`src/rtl/nap_alarm_trigger.sv`:
```
// Alarm trigger: latches a BCD wake-up target, compares it against the running clock and rings.
// Optional snooze (re-arm at current time + SNOOZE_MIN minutes) is built when NAP_SNOOZE_EN is defined.
module nap_alarm_trigger #(
  parameter int RING_SECONDS = 60,
  parameter int SNOOZE_MIN   = 5
) (
  input  logic       clk,
  input  logic       rst,
  input  logic       completeSetting,
  input  logic       sharp,
  input  logic       snooze,
  input  logic [3:0] hour_ten_in,
  input  logic [3:0] hour_one_in,
  input  logic [3:0] min_ten_in,
  input  logic [3:0] min_one_in,
  input  logic [3:0] sec_ten_in,
  input  logic [3:0] sec_one_in,
  input  logic [3:0] cur_hour_ten,
  input  logic [3:0] cur_hour_one,
  input  logic [3:0] cur_min_ten,
  input  logic [3:0] cur_min_one,
  input  logic [3:0] cur_sec_ten,
  input  logic [3:0] cur_sec_one,
  output logic [3:0] hour_ten_out,
  output logic [3:0] hour_one_out,
  output logic [3:0] min_ten_out,
  output logic [3:0] min_one_out,
  output logic [3:0] sec_ten_out,
  output logic [3:0] sec_one_out,
  output logic       armed,
  output logic       alarm,
  output logic       missed,
  output logic       set_err
);

  localparam logic [1:0] S_IDLE  = 2'd0;
  localparam logic [1:0] S_ARMED = 2'd1;
  localparam logic [1:0] S_RING  = 2'd2;
  localparam logic [6:0] RING_LIM = 7'(RING_SECONDS);

  logic [1:0]  state_q, state_d;
  logic [23:0] tgt_q, tgt_d;
  logic [6:0]  ring_q, ring_d;
  logic        missed_q, missed_d;
  logic        set_err_q, set_err_d;
  logic        cs_q;
  logic [3:0]  sec_q;

  logic [23:0] in_tgt, cur_time;
  logic        arm_ev, strobe, tgt_ok, match;

  assign in_tgt   = {hour_ten_in, hour_one_in, min_ten_in, min_one_in, sec_ten_in, sec_one_in};
  assign cur_time = {cur_hour_ten, cur_hour_one, cur_min_ten, cur_min_one, cur_sec_ten, cur_sec_one};
  assign arm_ev   = completeSetting & ~cs_q;
  assign strobe   = (cur_sec_one != sec_q);
  assign match    = (cur_time == tgt_q);

  assign tgt_ok = (hour_ten_in < 4'd2 || (hour_ten_in == 4'd2 && hour_one_in <= 4'd3)) &&
                  hour_one_in <= 4'd9 && min_ten_in <= 4'd5 && min_one_in <= 4'd9 &&
                  sec_ten_in <= 4'd5 && sec_one_in <= 4'd9;

`ifdef NAP_SNOOZE_EN
  localparam logic [4:0] ADD_ONE = 5'(SNOOZE_MIN % 10);
  localparam logic [4:0] ADD_TEN = 5'(SNOOZE_MIN / 10);

  logic [4:0]  m1_sum, m10_sum;
  logic [3:0]  m1, m10, h1, h10;
  logic        m_carry, h_carry;
  logic [23:0] snz_tgt;

  // Digit-wise BCD add of the snooze offset; the running clock is assumed to hold a legal time.
  always_comb begin
    m1_sum  = {1'b0, cur_min_one} + ADD_ONE;
    m_carry = (m1_sum > 5'd9);
    m1      = m_carry ? 4'(m1_sum - 5'd10) : m1_sum[3:0];
    m10_sum = {1'b0, cur_min_ten} + ADD_TEN + {4'd0, m_carry};
    h_carry = (m10_sum > 5'd5);
    m10     = h_carry ? 4'(m10_sum - 5'd6) : m10_sum[3:0];
    h10     = cur_hour_ten;
    h1      = cur_hour_one;
    if (h_carry) begin
      if (cur_hour_ten == 4'd2 && cur_hour_one == 4'd3) begin
        h10 = 4'd0;
        h1  = 4'd0;
      end else if (cur_hour_one == 4'd9) begin
        h10 = cur_hour_ten + 4'd1;
        h1  = 4'd0;
      end else begin
        h1  = cur_hour_one + 4'd1;
      end
    end
    snz_tgt = {h10, h1, m10, m1, cur_sec_ten, cur_sec_one};
  end
`else
  logic [6:0] unused_snz;
  assign unused_snz = {snooze, 6'(SNOOZE_MIN)};
`endif

  // NOTE: every variable gets a default first so no path through the case leaves a latch.
  always_comb begin
    state_d   = state_q;
    tgt_d     = tgt_q;
    ring_d    = ring_q;
    missed_d  = missed_q;
    set_err_d = 1'b0;
    case (state_q)
      S_IDLE: begin
        if (arm_ev) begin
          if (tgt_ok) begin
            tgt_d    = in_tgt;
            missed_d = 1'b0;
            state_d  = S_ARMED;
          end else begin
            set_err_d = 1'b1;
          end
        end
      end
      S_ARMED: begin
        if (sharp) begin
          state_d = S_IDLE;
        end else if (arm_ev) begin
          if (tgt_ok) tgt_d = in_tgt;
          else        set_err_d = 1'b1;
        end else if (match) begin
          state_d = S_RING;
          ring_d  = 7'd0;
        end
      end
      S_RING: begin
        if (sharp) begin
          state_d = S_IDLE;
`ifdef NAP_SNOOZE_EN
        end else if (snooze) begin
          tgt_d   = snz_tgt;
          state_d = S_ARMED;
          ring_d  = 7'd0;
`endif
        end else if (strobe) begin
          ring_d = ring_q + 7'd1;
          if (ring_q + 7'd1 == RING_LIM) begin
            state_d  = S_IDLE;
            missed_d = 1'b1;
          end
        end
      end
      default: state_d = S_IDLE;
    endcase
  end

  // NOTE: non-blocking assignments so every register samples pre-edge values.
  always_ff @(posedge clk) begin
    if (rst) begin
      state_q   <= S_IDLE;
      tgt_q     <= 24'd0;
      ring_q    <= 7'd0;
      missed_q  <= 1'b0;
      set_err_q <= 1'b0;
      cs_q      <= 1'b0;
      sec_q     <= 4'd0;
    end else begin
      state_q   <= state_d;
      tgt_q     <= tgt_d;
      ring_q    <= ring_d;
      missed_q  <= missed_d;
      set_err_q <= set_err_d;
      cs_q      <= completeSetting;
      sec_q     <= cur_sec_one;
    end
  end

  assign {hour_ten_out, hour_one_out, min_ten_out, min_one_out, sec_ten_out, sec_one_out} = tgt_q;
  assign armed   = (state_q == S_ARMED);
  assign alarm   = (state_q == S_RING);
  assign missed  = missed_q;
  assign set_err = set_err_q;

endmodule
```
`config.mk`:
```
export PLATFORM = sky130hd
export DESIGN_NAME = nap_alarm_trigger
export DESIGN_NICKNAME = d
export VERILOG_FILES = /design/src/rtl/nap_alarm_trigger.sv
export SDC_FILE = /design/constraint.sdc
export NUM_CORES = 1
export LEC_CHECK = 0
export BUFFER_PORTS_ARGS = -buffer_cell sky130_fd_sc_hd__buf_2
export CAP_MARGIN = 20
export CORE_ASPECT_RATIO = 2
export CORE_MARGIN = 1.5
export CORE_UTILIZATION = 40
export DETAILED_ROUTE_END_ITERATION = 6
export GPL_TIMING_DRIVEN = 0
export PLACE_DENSITY_LB_ADDON = 0.1
export REMOVE_ABC_BUFFERS = 1
export SLEW_MARGIN = 0
export SYNTH_ARGS = -nofsm -noshare
export SYNTH_HDL_FRONTEND = slang
export SYNTH_SLANG_ARGS = --single-unit
```
`constraint.sdc`:
```
create_clock -name clk -period 1.9 [get_ports clk]
set_input_delay 0.095 -clock clk [delete_from_list [all_inputs] [get_ports clk]]
set_output_delay 0.095 -clock clk [all_outputs]
set_load 0.02 [all_outputs]
```
# == After elaboration in Yosys (flattened, before gate mapping) ==
# Index checks and enable logic that the tools add are counted.
# totals
regBits,40
input_bits,53
out_inout_bits,28
wordCells,79
# classes
add_sub_neg,1
n_lt_le_gt_ge,7
n_eq_ne,18
mux,29
bitwise_logic,2
reduce_logical,15
# ops
op,n
2-to-1 mux 24 bit,3
one-hot mux 24 bit (2 select lines),1
2-to-1 mux 7 bit,5
== test 24 bit,1
AND reduction 6 bit,3
2-to-1 mux 2 bit,8
one-hot mux 7 bit (2 select lines),1
"<= comparator 4 bit, second input constant",3
"inequality test 2 bit, second input constant",5
"inequality test 3 x 2 -> 1 bit, second input constant",3
"<= comparator 4 x 3 -> 1 bit, second input constant",2
2-to-1 mux 1 bit,8
"adder 7 x 1 -> 7 bit, second input constant",1
"== test 7 x 6 -> 1 bit, second input constant",1
logical AND 1 bit,6
"inequality test 2 x 1 -> 1 bit, second input constant",3
one-hot mux 2 bit (3 select lines),1
nonzero test 2 bit,3
"== test 4 x 2 -> 1 bit, second input constant",1
"<= comparator 4 x 2 -> 1 bit, second input constant",1
"less-than comparator 4 x 2 -> 1 bit, second input constant",1
inequality test 4 bit,1
one-hot mux 1 bit (2 select lines),2
"inequality test 3 bit, second input constant",1
other kinds (7),7

# == Depth between registers and ports, before layout ==
# Gate-level depths: netlist (run 1).
# depth
depth_word,12
depth_mapped,6
mapped_depth_nobuf,6

# == Worst setup path after synthesis (run 1) ==
# No wires, ideal clock.
# synth_timing
path_kind,register -> register
startpoint,register state_q[1]
endpoint,register ring_q[6]
setup_time_ns,0.091
arrival_ns,1.586
required_ns,1.809
setup_slack_ns,0.223
path_stages_with_launch,7
n_path_buf,1
synth_period_minus_slack_ns,1.677
path_cell_list,dfxtp_1 -> or3b_1 -> a41o_1 -> buf_6 -> nor4_4 -> nor2_1 -> a311oi_1
# synth_between
elab_chain_len,3
elab_cells_between_ends,10
classes_between,7 x eq/ne; 1 x mux; 2 x reduce/logical
# synth_lines
item,line_no,rtl
from (decl),41,"logic [1:0] state_q, state_d;"
from (signal assigned),161,state_q <= state_d;
== test 2 bit or == test 2 x 1 -> 1 bit (tied branches),106,case (state_q)
"inequality test 2 x 1 -> 1 bit (no source line), or another cell as far along",n/a,
AND reduction 6 bit (no source line),n/a,
to (signal assigned),163,ring_q <= ring_d;
to (decl),43,"logic [6:0] ring_q, ring_d;"
# Parallel ways exist; a longest one is shown, timed or not.
# A chain may end at the register's enable or synchronous reset.

# == Final worst setup path (run 1) ==
# layout_timing
startpoint,register state_q[0]
endpoint,register ring_q[5]
# Same word-level chain as after synthesis.

==> impl_metrics.env, run 1 <==
export IMPL_io_buffers=79
export IMPL_post_drt_wl_per_cell_um=14.0
export IMPL_grt_pass1_vias=1688
export IMPL_drcViolationCount=0
export IMPL_power_w=0.00159
export IMPL_hold_end="tgt_q[16]$_SDFFE_PP0P_"
export IMPL_antenna_found_initial=0
export IMPL_ir_drop_v=0.000476
export IMPL_yosysSeqAreaShare_pct=41.5
export IMPL_ys_ff_latch=40
export IMPL_min_path_type="in -> reg"
export IMPL_nets=346
export IMPL_yosysTopAreaCell="dfxtp_1"
export IMPL_fillers=480
export IMPL_finalSetupViolCount=0
export IMPL_synth_xor_area_share_pct=13.1
export IMPL_grt_max_degree=41
export IMPL_synth_top_family_by_area="simple AND/OR/NAND/NOR gates"
export IMPL_ys_types=41
export IMPL_hold_buffers=0
export IMPL_first_pass_iters=4
export IMPL_r2r_setup_slack_ns=0.13
export IMPL_synthCells=208
export IMPL_power_switching_w=0.000378
export IMPL_reg2reg_depth=5
export IMPL_ys_warnings_count=0
export IMPL_cellPowerDensity_nw_per_um2=624
export IMPL_dr_first_iter_drc_count=16
export IMPL_worst_slack_ns=0.127
export IMPL_slew_viol_final=0
export IMPL_clock_power_share_pct=37.2
export IMPL_synth_compound_area_share_pct=10.2
export IMPL_grt_total_usage_pct=19.4
export IMPL_clock_latency_ns=0.29
export IMPL_relSlewSlack_pct=52.8
export IMPL_place_worst_setup_slack_ns=-0.221
export IMPL_cp_data_arrival_time_ns=1.92
export IMPL_cts_buffers=5
export IMPL_hold_violations=0
export IMPL_synth_mux_area_share_pct=10.4
export IMPL_io_pins=81
export IMPL_cts_sinks=40
export IMPL_routed_wl_um=4870
export IMPL_startpoint_type="register"
export IMPL_fin_crit_sh_pct=93.3
export IMPL_row_count=35
export IMPL_final_util_pct=54.9
export IMPL_seq_power_share_pct=53.6
export IMPL_leakagePower_nw=1.16
export IMPL_floorplan_initialDensity_pct=41.6
export IMPL_min_path_cells=3
export IMPL_crit_type="reg -> reg"
export IMPL_synthAdderAreaFrac_pct=0.648
export IMPL_die_w_um=52.1
export IMPL_yosys_area_top_type_share_pct=41.5
export IMPL_area_delta_synth_final_pct=32.0
export IMPL_antenna_left=0
export IMPL_overflow=0
export IMPL_rsz0062_at_grt="no"
export IMPL_dp_hpwl_um=3810
export IMPL_antenna_cells=0
export IMPL_fp_coreArea_um2=4640
export IMPL_htreeDepth=2
export IMPL_setup_tns_final_ns=0
export IMPL_status="finished clean"
export IMPL_synthSimpleGateAreaFrac_pct=21.7
export IMPL_synth_area_top_cells="dfxtp_1 (41%), xor2_1 (11%), mux2i_1 (10%), nor2_1 (5.2%), o21ai_0 (2.3%)"
export IMPL_worst_pin_slew_ns=0.708
export IMPL_skew_ns=0.00577
export IMPL_grt_pass1_wl_um=7650
export IMPL_rr_startpoint="state_q[0]$_SDFFE_PP0P_"
export IMPL_cp_max_fo=5
export IMPL_end_kind="register"
export IMPL_vias_per_cell=5.11
export IMPL_tritoncts="done"
export IMPL_clk_pin_slew_ns=0.08
export IMPL_seqCellArea_um2=802
export IMPL_sw_frac_of_total_pct=23.7
export IMPL_multiInputGateArea_um2=1130
export IMPL_critPathRequiredTime_ns=2.04
export IMPL_pwr_share_comb_pct=9.2
export IMPL_clk_path_buf_depth=2
export IMPL_fin_hold_ws_ns=0.0317
export IMPL_routabilityCongestion=0.838
export IMPL_fin_crit_ns=1.77
export IMPL_fp_dieH_um=101
export IMPL_syn_cell_area_um2=1930
export IMPL_fmax_ghz=0.564
export IMPL_drive_gt1_share_pct=33.8
export IMPL_power_internal_w=0.00121
export IMPL_drv_cap=0
export IMPL_avgSynthCellArea_um2=9.29
export IMPL_root_buffer="clkbuf_8"
export IMPL_dieArea_um2=5280
export IMPL_timing_rr_end="ring_q[5]$_SDFFE_PP0P_"
export IMPL_vias=1779
export IMPL_hold_start="hour_one_in[0]"
-- registers in the layout, indices dropped and copies added (netlist names) --
name / cells
ring_q: 7
set_err: 1
sec_q: 4
missed: 1
state_q: 2
cs_q: 1
tgt_q: 24
-- layout make-up --
class / count / area share (%)
inverter: 3 / 0.442
tap: 55 / 2.70
timing repair buffer: 84 / 17.4
multi-input combinational: 158 / 44.3
sequential: 40 / 31.5
clock buffer: 7 / 3.39
clock inverter: 1 / 0.294
-- placed cells by master (no fill, tap or decap), types with 3 or more instances in the layout --
cell type / count
a21oi_1: 3
nand3_1: 8
nor2b_1: 6
nor2_1: 27
buf_4: 3
buf_2: 79
nor3_1: 5
a31oi_1: 3
xor2_1: 24
mux2i_1: 20
clkbuf_8: 6
xnor2_1: 5
dfxtp_1: 39
inv_1: 3
and2_1: 4
o21ai_0: 9
nand2_1: 4
nor4_1: 5
-- metal layers --
metal | track usage [%] | wire, µm
met1 | 20.8 | 1880
met3 | 3.10 | 176
met5 | 0 | 0
met4 | 9.86 | 144
met2 | 35.3 | 2670
-- Yosys cell counts --
cell / n
a31oi_1: 3
nor2b_1: 6
a21oi_1: 3
and2_1: 4
clkbuf_1: 4
a211oi_1: 2
nor3_1: 7
nand4b_1: 1
a311oi_1: 1
nand2b_1: 2
nor4_4: 1
buf_6: 1
o21a_1: 2
nand2_1: 4
a211o_1: 1
and2b_1: 2
o31ai_1: 2
or3_1: 1
o22ai_1: 1
or2_2: 1
ha_1: 1
o311ai_0: 1
nor4_1: 7
nand3b_1: 2
a22oi_1: 1
dfxtp_1: 40
xnor2_1: 5
o41ai_1: 1
or2b_1: 1
a41o_1: 1
buf_2: 2
nor2_1: 27
o21ai_0: 9
nand4_1: 2
nor3b_1: 1
o211ai_1: 2
or3b_1: 1
inv_1: 3
xor2_1: 24
nand3_1: 8
mux2i_1: 20
-- critical path: stages, from the launching register on --
cell and delay [ns]:
dfxtp_1 0.35, or3b_1 0.42, a41o_4 0.29, o21a_1 0.18, nor3_4 0.28, a211oi_1 0.12
-- stage by stage --
step,instances,cell area [µm²]
after global routing,348,2550
after detailed placement,337,2390
final,348,2550
after global placement,335,2360
after CTS,345,2520
after floorplan,201,1900
-- cell families after synthesis --
group	count (synthesis)
and+or+nand+nor	78
DFF	40
AOI/OAI and AO/OA	30
xor gates and xnor gates	29
muxes	20
buffers and inverters	10
adders and majority gates	1
-- power groups by stage --
| stage | logic (W) | clock network [W] | registers [W] |
|---|---|---|---|
| floorplan | 0.0000514 | 0 | 0.000874 |
| global placement | 0.000141 | 0 | 0.000873 |
| detailed placement | 0.000143 | 0 | 0.000873 |
| CTS | 0.000147 | 0.000610 | 0.000853 |
| global route | 0.000162 | 0.000643 | 0.000854 |
| finish | 0.000146 | 0.000592 | 0.000853 |
-- timing repair --
| item | in CTS | in global routing |
|---|---|---|
| pin swaps | 1 | 3 |
| resized for setup | 7 | 2 |
| endpoints found under the setup margin | 24 | 26 |
| buffers inserted | 0 | 3 |
-- worst max-delay path by stage --
stage / from / to / slack, ns / cells past startpoint
6_report: state_q[0]$_SDFFE_PP0P_ / ring_q[5]$_SDFFE_PP0P_ / 0.13 / 5
5_1_grt: state_q[0]$_SDFFE_PP0P_ / ring_q[6]$_SDFFE_PP0P_ / 0.02 / 5
4_1_cts: cs_q$_SDFF_PP0_ / tgt_q[21]$_SDFFE_PP0P_ / 0.02 / 6
3_5_place_dp: state_q[1]$_SDFFE_PP0P_ / ring_q[5]$_SDFFE_PP0P_ / -0.22 / 5
3_3_place_gp: cs_q$_SDFF_PP0_ / tgt_q[7]$_SDFFE_PP0P_ / -2.39 / 5
2_1_floorplan: cs_q$_SDFF_PP0_ / tgt_q[15]$_SDFFE_PP0P_ / -1.44 / 5
(Power assumes the default switching activity.)
==> inputs of run 2 (changes only) <==
--- a/config.mk
+++ b/config.mk
@@ -9,7 +9,7 @@
 export CAP_MARGIN = 20
 export CORE_ASPECT_RATIO = 2
 export CORE_MARGIN = 1.5
-export CORE_UTILIZATION = 40
+export CORE_UTILIZATION = 25
 export DETAILED_ROUTE_END_ITERATION = 6
 export GPL_TIMING_DRIVEN = 0
 export PLACE_DENSITY_LB_ADDON = 0.1
==> run 2 against run 1 <==
Critical path depth is the same; critical endpoint is now ring_q[6]$_SDFFE_PP0P_; count of clock-buffer cells in the layout is the same; highest routed layer unchanged; power rose by 28%; clock power increased by 72%; non-clock buffer count unchanged; sequential cell count did not move; first-iteration DRC count rose to 3.5 times the previous value; largest cell class unchanged; critical path type unchanged; global-route usage down 5.4 points.
==> impl_metrics.env, run 2 (synthesis results as in run 1) <==
export IMPL_tritoncts="done"
export IMPL_cts_buffers=5
export IMPL_worst_slack_ns=0.129
export IMPL_worst_pin_slew_ns=0.750
export IMPL_finalSetupViolCount=0
export IMPL_largest_reg_flops=24
export IMPL_clk_pin_slew_ns=0.06
export IMPL_slew_viol_final=0
export IMPL_clock_power_share_pct=50.3
export IMPL_grt_pass1_vias=1805
export IMPL_overflow=0
export IMPL_power_switching_w=0.000419
export IMPL_io_buffers=79
export IMPL_fillers=850
export IMPL_status="finished clean"
export IMPL_startpoint_type="register"
export IMPL_vias_per_cell=4.65
export IMPL_power_internal_w=0.00161
export IMPL_rr_startpoint="state_q[0]$_SDFFE_PP0P_"
export IMPL_pwr_share_comb_pct=7.6
export IMPL_fin_crit_sh_pct=93.2
export IMPL_path_cells="or3b_4 -> a41o_4 -> nor4_4 -> nor2_1 -> a311oi_1"
export IMPL_place_area_um2=2440
export IMPL_routabilityCongestion=0.720
export IMPL_fmax_ghz=0.565
export IMPL_top_regs="tgt_q x24, ring_q x7, sec_q x4"
export IMPL_final_cell_mix="buf_2 (79), dfxtp_1 (39), nor2_1 (27)"
export IMPL_drive_gt1_share_pct=35.0
export IMPL_floorplan_initialDensity_pct=25.6
export IMPL_post_drt_wl_per_cell_um=14.6
export IMPL_seq_power_share_pct=42.1
export IMPL_grt_max_degree=41
export IMPL_final_util_pct=35.8
export IMPL_end_kind="register"
export IMPL_fp_dieH_um=127
export IMPL_dieArea_um2=8300
export IMPL_critPathRequiredTime_ns=2.09
export IMPL_grt_total_usage_pct=14.0
export IMPL_nets=347
export IMPL_first_pass_iters=3
export IMPL_hold_start="min_one_in[0]"
export IMPL_root_buffer="clkbuf_16"
export IMPL_ir_drop_v=0.000444
export IMPL_place_worst_setup_slack_ns=-0.431
export IMPL_cp_data_arrival_time_ns=1.96
export IMPL_cts_sinks=40
export IMPL_htreeDepth=2
export IMPL_relSlewSlack_pct=50.0
export IMPL_fin_hold_ws_ns=0.0461
export IMPL_min_path_type="in -> reg"
export IMPL_row_count=45
export IMPL_clock_latency_ns=0.28
export IMPL_fin_crit_ns=1.77
export IMPL_crit_slowest_cell="or3b_4"
export IMPL_critPathLaunch="state_q[0]$_SDFFE_PP0P_"
export IMPL_power_w=0.00203
export IMPL_leakagePower_nw=1.20
export IMPL_max_stage_delay_ns=0.43
export IMPL_cellPowerDensity_nw_per_um2=752
export IMPL_vias=1804
export IMPL_grt_pass1_wl_um=8770
export IMPL_antenna_left=0
export IMPL_multiInputGateArea_um2=1140
export IMPL_drcViolationCount=0
export IMPL_hold_buffers=0
export IMPL_top_register="tgt_q"
export IMPL_hold_violations=0
export IMPL_area_delta_synth_final_pct=39.7
export IMPL_io_pins=81
export IMPL_finalInstanceArea_um2=2700
export IMPL_rsz0062_at_grt="no"
export IMPL_routed_wl_um=5680
export IMPL_skew_ns=0.00400
export IMPL_sw_frac_of_total_pct=20.6
export IMPL_antenna_cells=0
export IMPL_dr_first_iter_drc_count=56
export IMPL_clk_path_buf_depth=2
export IMPL_seqCellArea_um2=802
export IMPL_final_common_cell="buf_2"
export IMPL_dp_hpwl_um=4380
export IMPL_die_w_um=65.2
export IMPL_cp_max_fo=5
export IMPL_antenna_found_initial=0
export IMPL_drv_cap=0
export IMPL_crit_type="reg -> reg"
export IMPL_fp_coreArea_um2=7540
[run 2: path summary, 6_finish.rpt]
kind / cells past startpoint / slack [ns] / endpoint
setup / recovery: 5 / 0.13 / ring_q[6]$_SDFFE_PP0P_
hold / removal: 3 / 0.05 / tgt_q[8]$_SDFFE_PP0P_
setup reg to reg: 5 / 0.13 / ring_q[6]$_SDFFE_PP0P_
hold reg to reg: 1 / 0.50 / tgt_q[23]$_SDFFE_PP0P_
[run 2: routing by layer]
metal / global-route usage (%) / share of wire, %
met5: 0 / 0
met4: 6.25 / 1.7
met3: 2.99 / 4.3
met2: 27.1 / 59
met1: 13.5 / 35
[run 2: per-stage QoR]
stage	instances	TNS, ns
after detailed placement	376	-1.86
after floorplan	201	-33.12
after global routing	388	0
after global placement	374	-57.63
final	388	0
after CTS	386	0
[run 2: area by class of cell]
type | instances | share of cell area (%)
inverter | 3 | 0.417
multi-input combinational | 159 | 42.4
sequential | 40 | 29.7
clock buffer | 7 | 5.66
timing repair buffer | 84 | 16.3
tap | 94 | 4.36
clock inverter | 1 | 1.11
[run 2: power by group through the flow]
stage | clock (W) | combinational, W | sequential (W)
global placement | 0 | 0.000146 | 0.000874
detailed placement | 0 | 0.000148 | 0.000874
global route | 0.00108 | 0.000170 | 0.000856
floorplan | 0 | 0.0000514 | 0.000874
finish | 0.00102 | 0.000154 | 0.000855
CTS | 0.00105 | 0.000152 | 0.000855
[run 2: critical path: cells and delay by family, from the launching register on]
| kind | cells | cell delay, ns |
|---|---|---|
| and+or+nand+nor | 3 | 0.80 |
| AOI/OAI and AO/OA | 2 | 0.54 |
| DFF | 1 | 0.33 |
[run 2: timing repair]
action / 4_1_cts / 5_1_grt
buffers inserted: 2 / 1
gates resized for setup: 6 / 5
gates cloned: 0 / 1
pin swaps: 1 / 2
endpoints found under the setup margin: 29 / 10
hold endpoints to repair: 0 / 0
==> inputs of run 3 (changes only) <==
--- a/config.mk
+++ b/config.mk
@@ -5,7 +5,8 @@
 export SDC_FILE = /design/constraint.sdc
 export NUM_CORES = 1
 export LEC_CHECK = 0
-export BUFFER_PORTS_ARGS = -buffer_cell sky130_fd_sc_hd__buf_2
+export ABC_AREA = 1
+export BUFFER_PORTS_ARGS = -buffer_cell sky130_fd_sc_hd__clkbuf_2
 export CAP_MARGIN = 20
 export CORE_ASPECT_RATIO = 2
 export CORE_MARGIN = 1.5
==> run 3 against run 2 <==
Wire length is 12% higher; non-clock buffer count is 5 lower; critical path depth is 5 higher; clock skew hardly changed; die area is 13% higher; via count is 21% higher; count of clock-buffer cells in the layout is 1 lower; core utilization is 3.0 points lower.
==> impl_metrics.env, run 3 <==
export IMPL_synth_mux_area_share_pct=0
export IMPL_ir_drop_v=0.000333
export IMPL_power_internal_w=0.00147
export IMPL_synth_edf_count=0
export IMPL_ys_warnings_count=0
export IMPL_fin_hold_ws_ns=0.0369
export IMPL_post_drt_wl_per_cell_um=13.0
export IMPL_fmax_ghz=0.607
export IMPL_worst_pin_slew_ns=0.790
export IMPL_clk_path_buf_depth=2
export IMPL_drcViolationCount=0
export IMPL_fp_dieH_um=136
export IMPL_antenna_found_initial=0
export IMPL_vias=2189
export IMPL_avgSynthCellArea_um2=7.08
export IMPL_routabilityCongestion=0.796
export IMPL_root_buffer="clkbuf_16"
export IMPL_status="finished clean"
export IMPL_synthCells=311
export IMPL_synth_area_top_cells="dfxtp_1 (36%), nand2_1 (14%), nor2_1 (9.0%), xnor2_1 (6.0%), inv_1 (4.1%)"
export IMPL_critPathRequiredTime_ns=2.08
export IMPL_io_pins=81
export IMPL_yosysSeqAreaShare_pct=36.4
export IMPL_row_count=48
export IMPL_clock_latency_ns=0.28
export IMPL_place_worst_setup_slack_ns=0.0132
export IMPL_finalSetupViolCount=0
export IMPL_hold_violations=0
export IMPL_yosysTopAreaCell="dfxtp_1"
export IMPL_nets=445
export IMPL_power_switching_w=0.000541
export IMPL_synth_xor_area_share_pct=9.55
export IMPL_dr_first_iter_drc_count=65
export IMPL_setup_tns_final_ns=0
export IMPL_cp_max_fo=4
export IMPL_first_pass_iters=4
export IMPL_synth_ff_type="dfxtp_1"
export IMPL_leakagePower_nw=1.29
export IMPL_die_w_um=69.4
export IMPL_synth_common_cells="nand2_1 (81), nor2_1 (53), dfxtp_1 (40)"
export IMPL_tritoncts="done"
export IMPL_final_util_pct=32.8
export IMPL_top_register="tgt_q"
export IMPL_clock_power_share_pct=39.8
export IMPL_floorplan_initialDensity_pct=25.6
export IMPL_ys_ff_latch=40
export IMPL_top_regs="tgt_q x24, ring_q x7, sec_q x4"
export IMPL_yosys_area_top_type_share_pct=36.4
export IMPL_startpoint_type="register"
export IMPL_fillers=953
export IMPL_skew_ns=0.00366
export IMPL_pwr_share_comb_pct=15.7
export IMPL_synth_compound_area_share_pct=12.6
export IMPL_seq_power_share_pct=44.5
export IMPL_clk_pin_slew_ns=0.06
export IMPL_relSlewSlack_pct=47.3
export IMPL_overflow=0
export IMPL_fp_coreArea_um2=8590
export IMPL_grt_max_degree=30
export IMPL_htreeDepth=2
export IMPL_ys_types=31
export IMPL_final_cell_mix="nand2_1 (81), clkbuf_2 (79), nor2_1 (52)"
export IMPL_io_buffers=79
export IMPL_dieArea_um2=9410
export IMPL_synth_top_family_by_area="simple AND/OR/NAND/NOR gates"
export IMPL_largest_reg_flops=24
export IMPL_area_delta_synth_final_pct=27.8
export IMPL_rsz0062_at_grt="no"
export IMPL_cts_sinks=40
export IMPL_drv_cap=0
export IMPL_cts_buffers=5
export IMPL_cp_data_arrival_time_ns=1.82
export IMPL_end_kind="register"
export IMPL_min_path_type="in -> reg"
export IMPL_slew_viol_final=0
export IMPL_hold_buffers=0
export IMPL_vias_per_cell=4.46
export IMPL_drive_gt1_share_pct=32.2
export IMPL_synthSimpleGateAreaFrac_pct=32.1
export IMPL_routed_wl_um=6380
export IMPL_yosysMostFrequentCell="nand2_1"
export IMPL_worst_slack_ns=0.253
export IMPL_fin_crit_ns=1.65
export IMPL_syn_cell_area_um2=2200
export IMPL_grt_pass1_vias=2181
export IMPL_synthAdderAreaFrac_pct=0.568
export IMPL_fin_crit_sh_pct=86.7
export IMPL_antenna_left=0
export IMPL_sw_frac_of_total_pct=26.9
export IMPL_grt_pass1_wl_um=9950
export IMPL_grt_total_usage_pct=13.7
export IMPL_synthArstFlopShare_pct=0
export IMPL_antenna_cells=0
export IMPL_crit_type="reg -> reg"
export IMPL_dp_hpwl_um=4940
export IMPL_final_common_cell="nand2_1"
export IMPL_cellPowerDensity_nw_per_um2=714
run 3: changes by cell type after synthesis, sizes merged, moves of 4 or more:
cell	delta
nand3	+4
a211oi	+4
and2	-4
nor2b	-6
xor2	-15
nor2	+29
inv	+33
mux2i	-20
nand2	+86
xnor2	+10
o21ai	+4
nor3	-6
a21oi	+14
nor4	-8
run 3: path summary, 6_finish.rpt:
path	end	slack, ns	startpoint	depth (start not counted)
worst max-delay path	state_q[1]$_SDFFE_PP0P_	0.25	ring_q[0]$_SDFFE_PP0P_	10
worst min-delay path	tgt_q[8]$_SDFFE_PP0P_	0.04	min_one_in[0]	3
worst min register to register	tgt_q[15]$_SDFFE_PP0P_	0.47	tgt_q[15]$_SDFFE_PP0P_	2
worst max register to register	state_q[1]$_SDFFE_PP0P_	0.25	ring_q[0]$_SDFFE_PP0P_	10
run 3: worst max-delay path, stage by stage, from the launching register on:
cell and delay, ns:
dfxtp_1 0.37, ha_1 0.23, nand3_1 0.13, nor2_2 0.16, nand3_1 0.09, nand2_1 0.13
nand4_1 0.09, nand2_1 0.11, o211ai_1 0.11, nand2_1 0.07, nor2_1 0.04
run 3: per-layer routing:
layer	routed length (µm)	GRT usage [%]	up-vias
met5	0	0	-
met2	3770	27.6	42
li1	-	-	1128
met1	2270	12.1	1011
met3	162	2.31	8
met4	172	8.06	0
run 3: timing repair:
item                                    in CTS  in global routing
gates resized for setup                      0                  1
buffers inserted                             0                  0
cloned                                       1                  0
endpoints found under the setup margin       1                  2
pin swaps                                    1                  0
run 3: area by class of cell:
class,count,area (µm²),share of cell area (%)
clock buffers,6,129,4.58
clock inverters,1,5.00,0.178
inverters,36,140,4.98
multi-input cells,229,1220,43.3
flip-flops and latches,40,801,28.5
well taps,100,125,4.45
repair buffers,79,395,14.1
run 3: power by group through the flow:
stage               Combinational (W)  Sequential, W  Clock [W]
finish                       0.000316       0.000894   0.000798
detailed placement           0.000319       0.000913          0
global route                 0.000354       0.000897   0.000869
global placement             0.000316       0.000912          0
floorplan                    0.000178       0.000916          0
CTS                          0.000323       0.000894   0.000836
run 3: kinds of logic after synthesis:
group / Yosys count
fa+ha+maj: 1
xor+xnor: 24
compound gates: 39
flops: 40
simple gates: 164
buf+inv: 43
run 3: metrics by stage:
step / power [W] / cells / area (µm²)
3_3_place_gp: 0.00123 / 483 / 2670
4_1_cts: 0.00205 / 491 / 2810
6_report: 0.00201 / 491 / 2810
2_1_floorplan: 0.00109 / 304 / 2150
3_5_place_dp: 0.00123 / 483 / 2670
5_1_grt: 0.00212 / 491 / 2810
